===== src/rtl/count_pkg.sv =====
// Shared types and default widths for the counter
// sequencer, its counter and the bench.
package count_pkg;

  localparam int W     = 5;
  localparam int REP_W = 4;

  typedef enum logic [2:0] {
    IDLE,
    CLEAR,
    RUN,
    DONE,
    ABORT
  } state_t;

endpackage


===== src/rtl/count_seq_ctrl_if.sv =====
// Control-side bundle of the counter sequencer:
// run request, operands and run status.
interface count_seq_ctrl_if
  import count_pkg::*;
#(
  parameter int W     = count_pkg::W,
  parameter int REP_W = count_pkg::REP_W
);

  logic             start;
  logic             stop;
  logic [W-1:0]     limit;
  logic [REP_W-1:0] reps;
  logic             busy;
  logic [REP_W-1:0] pass_cnt;
  logic             done;
  logic             aborted;

  modport master (
    output start,
    output stop,
    output limit,
    output reps,
    input  busy,
    input  pass_cnt,
    input  done,
    input  aborted
  );

  modport slave (
    input  start,
    input  stop,
    input  limit,
    input  reps,
    output busy,
    output pass_cnt,
    output done,
    output aborted
  );

endinterface


===== src/rtl/count_seq_ctrl.sv =====
// Runs an external enable/clear counter from 0 to a
// latched limit for a latched number of passes.
module count_seq_ctrl
  import count_pkg::*;
#(
  parameter int W     = count_pkg::W,
  parameter int REP_W = count_pkg::REP_W
) (
  input  logic            i_clk,
  input  logic            i_rst,
  count_seq_ctrl_if.slave ctrl,
  input  logic [W-1:0]    i_cnt_in,
  output logic            o_cnt_clr,
  output logic            o_cnt_en
);

  state_t           r_state;
  state_t           w_next;
  logic [W-1:0]     r_limit;
  logic [REP_W-1:0] r_reps;
  logic [REP_W-1:0] r_pass;
  logic [REP_W-1:0] w_pass_nx;
  logic             w_accept;
  logic             w_inc;
  logic             w_term;

  // >= rather than == so a stray value past the limit still ends the pass
  assign w_term    = (i_cnt_in >= r_limit);
  assign w_pass_nx = r_pass + 1'b1;

  always_comb begin
    w_next   = r_state;
    w_accept = 1'b0;
    w_inc    = 1'b0;
    unique case (r_state)
      IDLE: begin
        if (ctrl.start && !ctrl.stop) begin
          w_accept = 1'b1;
          w_next   = (ctrl.reps == '0) ? DONE : CLEAR;
        end
      end
      CLEAR: begin
        w_next = ctrl.stop ? ABORT : RUN;
      end
      RUN: begin
        if (ctrl.stop) begin
          w_next = ABORT;
        end else if (w_term) begin
          w_inc  = 1'b1;
          w_next = (w_pass_nx == r_reps) ? DONE : CLEAR;
        end
      end
      DONE, ABORT: begin
        w_next = IDLE;
      end
      default: begin
        w_next = IDLE;
      end
    endcase
  end

  always_ff @(posedge i_clk) begin
    if (i_rst) begin
      r_state <= IDLE;
      r_limit <= '0;
      r_reps  <= '0;
      r_pass  <= '0;
    end else begin
      r_state <= w_next;
      if (w_accept) begin
        r_limit <= ctrl.limit;
        r_reps  <= ctrl.reps;
        r_pass  <= '0;
      end else if (w_inc) begin
        r_pass  <= w_pass_nx;
      end
    end
  end

  assign o_cnt_clr = (r_state == CLEAR);
  assign o_cnt_en  = (r_state == RUN) && (i_cnt_in < r_limit)
                     && !ctrl.stop;

  assign ctrl.busy     = (r_state == CLEAR) || (r_state == RUN);
  assign ctrl.pass_cnt = r_pass;
  assign ctrl.done     = (r_state == DONE);
  assign ctrl.aborted  = (r_state == ABORT);

endmodule


===== src/flat_wrapper.sv =====
// flat-port wrapper written by rule: the top's interface ports become plain ports
module count_seq_ctrl_flat import count_pkg::*;
#(
  parameter int W     = count_pkg::W,
  parameter int REP_W = count_pkg::REP_W
)
  (i_clk, i_rst, i_cnt_in, o_cnt_clr, o_cnt_en, ctrl_start, ctrl_stop, ctrl_limit, ctrl_reps, ctrl_busy, ctrl_pass_cnt, ctrl_done, ctrl_aborted);
  count_seq_ctrl_if #(.W(W), .REP_W(REP_W)) ctrl_i ();
  input  logic i_clk;
  input  logic i_rst;
  input  logic [W-1:0] i_cnt_in;
  output logic o_cnt_clr;
  output logic o_cnt_en;
  input wire logic [$bits(ctrl_i.start)-1:0] ctrl_start;
  input wire logic [$bits(ctrl_i.stop)-1:0] ctrl_stop;
  input wire logic [$bits(ctrl_i.limit)-1:0] ctrl_limit;
  input wire logic [$bits(ctrl_i.reps)-1:0] ctrl_reps;
  output wire logic [$bits(ctrl_i.busy)-1:0] ctrl_busy;
  output wire logic [$bits(ctrl_i.pass_cnt)-1:0] ctrl_pass_cnt;
  output wire logic [$bits(ctrl_i.done)-1:0] ctrl_done;
  output wire logic [$bits(ctrl_i.aborted)-1:0] ctrl_aborted;
  assign ctrl_i.start = ctrl_start;
  assign ctrl_i.stop = ctrl_stop;
  assign ctrl_i.limit = ctrl_limit;
  assign ctrl_i.reps = ctrl_reps;
  assign ctrl_busy = ctrl_i.busy;
  assign ctrl_pass_cnt = ctrl_i.pass_cnt;
  assign ctrl_done = ctrl_i.done;
  assign ctrl_aborted = ctrl_i.aborted;
  count_seq_ctrl #(.W(W), .REP_W(REP_W)) u_core (.i_clk(i_clk), .i_rst(i_rst), .ctrl(ctrl_i), .i_cnt_in(i_cnt_in), .o_cnt_clr(o_cnt_clr), .o_cnt_en(o_cnt_en));
endmodule

===== config.mk =====
export PLATFORM = sky130hd
export DESIGN_NAME = count_seq_ctrl_flat
export DESIGN_NICKNAME = d
export VERILOG_FILES = /design/src/rtl/count_pkg.sv /design/src/rtl/count_seq_ctrl_if.sv /design/src/rtl/count_seq_ctrl.sv /design/src/flat_wrapper.sv
export SDC_FILE = /design/constraint.sdc
export NUM_CORES = 1
export LEC_CHECK = 0
export BUFFER_PORTS_ARGS = -buffer_cell sky130_fd_sc_hd__buf_4
export CAP_MARGIN = 5
export CORE_UTILIZATION = 25
export DETAILED_ROUTE_END_ITERATION = 16
export PLACE_DENSITY = 0.44
export SETUP_SLACK_MARGIN = 0.4
export SLEW_MARGIN = 20
export SYNTH_ARGS = -nofsm -noshare
export SYNTH_HDL_FRONTEND = slang
export SYNTH_SLANG_ARGS = --single-unit

===== constraint.sdc =====
create_clock -name i_clk -period 3.9 [get_ports i_clk]
set_input_delay 0.39 -clock i_clk [delete_from_list [all_inputs] [get_ports i_clk]]
set_output_delay 0.39 -clock i_clk [all_outputs]
set_load 0.05 [all_outputs]

==> flow_metrics.env <==
export IMPL_outcome="complete, no violations"
export IMPL_tightest_slew_ps=632.1
export IMPL_async_flop_share_pct=0
export IMPL_gp_congestion=0.7504
export IMPL_postSynthAreaPerCell_um2=9.004
export IMPL_antenna_found_initial=0
export IMPL_ir_drop_mv=0.1006
export IMPL_placed_area_um2=1151
export IMPL_syn_cell_area_um2=918.4
export IMPL_io_buffers=26
export IMPL_routedWlPerCell_um=10.75
export IMPL_cap_violations=0
export IMPL_place_hpwl_um=1468
export IMPL_grt_pass1_wl_um=3298
export IMPL_grt_max_degree=14
export IMPL_via_count=752
export IMPL_cts_path_max_buffers=2
export IMPL_crit_fanout=8
export IMPL_post_cts_resize_count=0
export IMPL_setup_viol=0
export IMPL_cts_setup_buffers=0
export IMPL_grt_use_total_pct=10.68
export IMPL_routed_wl_um=1881
export IMPL_dr_pass1_iters=4
export IMPL_die_y_um=62.61
export IMPL_ys_seq_elements=16
export IMPL_netlist_instances=102
export IMPL_start_kind="flip-flop"
export IMPL_hold_buffers=0
export IMPL_numCtsBuffers=3
export IMPL_synth_ff_type="dfxtp_1"
export IMPL_dp_slack_ps=1990
export IMPL_ys_warnings_count=0
export IMPL_finClkSkew_ps=8.359
export IMPL_grt_overflow=0
export IMPL_period_needed_ps=2139
export IMPL_tns_ps=0
export IMPL_cts_root_buf="clkbuf_4"
export IMPL_hp_class="input pin to flip-flop"
export IMPL_synth_edf_count=0
export IMPL_finalHoldViolations=0
export IMPL_drive_gt1_share_pct=27.91
export IMPL_area_growth_pct=29.29
export IMPL_fin_crit_sh_pct=54.84
export IMPL_yosysSeqAreaShare_pct=34.88
export IMPL_worst_setup_path_end_kind="output pin"
export IMPL_clock_latency_ps=290
export IMPL_vias_per_cell=4.297
export IMPL_grt_setup_unrepaired="no"
export IMPL_nNetsFinal=154
export IMPL_report_final_slew_viol_count=0
export IMPL_diodes=0
export IMPL_num_io_pins=27
export IMPL_htree_levels=1
export IMPL_maxSlewHeadroom_pct=57.75
export IMPL_cp_arrival_ps=1750
export IMPL_cts_tree="done"
export IMPL_clk_pin_slew_ps=100
export IMPL_crit_type="flip-flop to output pin"
export IMPL_worst_slack_ps=1761
export IMPL_initial_core_util_pct=26.89
export IMPL_dieWidth_um=62.61
export IMPL_postLayoutCellArea_um2=1187
export IMPL_dieArea_um2=3920
export IMPL_yosysUniqueCellTypes=28
export IMPL_drc=0
export IMPL_required_ps=3510
export IMPL_drt_iter0_markers=12
export IMPL_whs_path_depth=3
export IMPL_antenna_left=0
export IMPL_r2r_cells=4
export IMPL_power_density_nw_per_um2=291.4
export IMPL_synth_nets=126
export IMPL_rows=21
export IMPL_grt_pass1_vias=744
export IMPL_core_um2=3416
export IMPL_leakagePower_uw=0.0005446
export IMPL_clock_fmax_mhz=467.6
export IMPL_clkSinkCount=16
## critical path, stage by stage, from the launching register on
cell and delay, ps:
dfxtp_1 400, or4b_4 610, nor2_1 140, o21a_1 130
buf_4 190
## stage by stage
step	utilization (%)	instances	power [uW]	hold WS (ps)
2_1_floorplan	-	102	216.7	463.4
3_3_place_gp	33.70	171	239.7	477.7
3_5_place_dp	33.70	171	240.3	494.9
4_1_cts	34.76	175	356.8	313.9
5_1_grt	34.76	175	372.7	313.8
6_report	34.76	175	346.0	325.5
## flip-flops by register name, summed over array words and instances (netlist names)
register	cells
u_core.r_limit	5
u_core.ctrl.pass_cnt	4
u_core.r_reps	4
u_core.r_state	3
## Yosys cell counts (2+ instances only)
| cell | instances | share of area (%) |
|---|---|---|
| mux2i_1 | 10 | 11 |
| a21oi_1 | 7 | 3.8 |
| nand3_1 | 5 | 2.7 |
| dfxtp_1 | 16 | 35 |
| nor4_1 | 3 | 2.0 |
| xnor2_1 | 6 | 5.7 |
| ha_1 | 6 | 8.2 |
| a21o_1 | 2 | 1.6 |
| xor2_1 | 2 | 1.9 |
| inv_1 | 9 | 3.7 |
| nand2b_1 | 2 | 1.4 |
| nor2_1 | 18 | 7.4 |
## logic make-up after synthesis
logic type	Yosys count	share of synthesized area, %
and+or+nand+nor	35	19.89
xor gates and xnor gates	8	7.630
AOI/OAI and AO/OA	15	12.67
DFF	16	34.88
adders and majority gates	6	8.174
buffers and inverters	12	5.857
muxes	10	10.90
## placed cells by master, fill, tap and decap left out, types with 2 or more instances in the layout
cell type,n
inv_1,9
xor2_1,2
nand2b_1,2
mux2i_1,10
xnor2_1,6
dfxtp_1,16
ha_1,6
clkbuf_4,3
a21o_1,2
nand3_1,5
nor4_1,3
a21oi_1,7
nor2_1,18
buf_4,26
## power by group
part           internal, uW  total [uW]  switching, uW  leakage (uW)
Combinational          29.9        61.2           31.3      0.000393
Clock                  56.8         110           53.7     0.0000210
Sequential              169         174           5.02      0.000130
## final timing paths
kind | startpoint | end | slack, ps
worst max-delay path | u_core.r_state[0]$_SDFFE_PP0P_ | o_cnt_en | 1760
worst min-delay path | ctrl_limit[1] | u_core.r_limit[1]$_SDFFE_PP0P_ | 330
worst max register to register | u_core.r_state[0]$_SDFFE_PP0P_ | u_core.ctrl.pass_cnt[1]$_SDFFE_PP0P_ | 2090
worst min register to register | u_core.r_limit[3]$_SDFFE_PP0P_ | u_core.r_limit[3]$_SDFFE_PP0P_ | 510
## metal layers
| layer | track usage (%) | routed length [um] |
|---|---|---|
| met1 | 13.62 | 900 |
| met2 | 16.30 | 885 |
| met3 | 2.555 | 67 |
| met4 | 6.105 | 28 |
| met5 | 0 | 0 |
## layout make-up
type / count / area [um2]
multi-input combinational: 74 / 544.3
inverter: 9 / 33.78
clock buffer: 4 / 36.28
tap: 46 / 57.56
timing repair buffer: 26 / 195.2
fill: 371 / 2228
sequential: 16 / 320.3
Note: power is estimated with default switching activity, not from simulation.
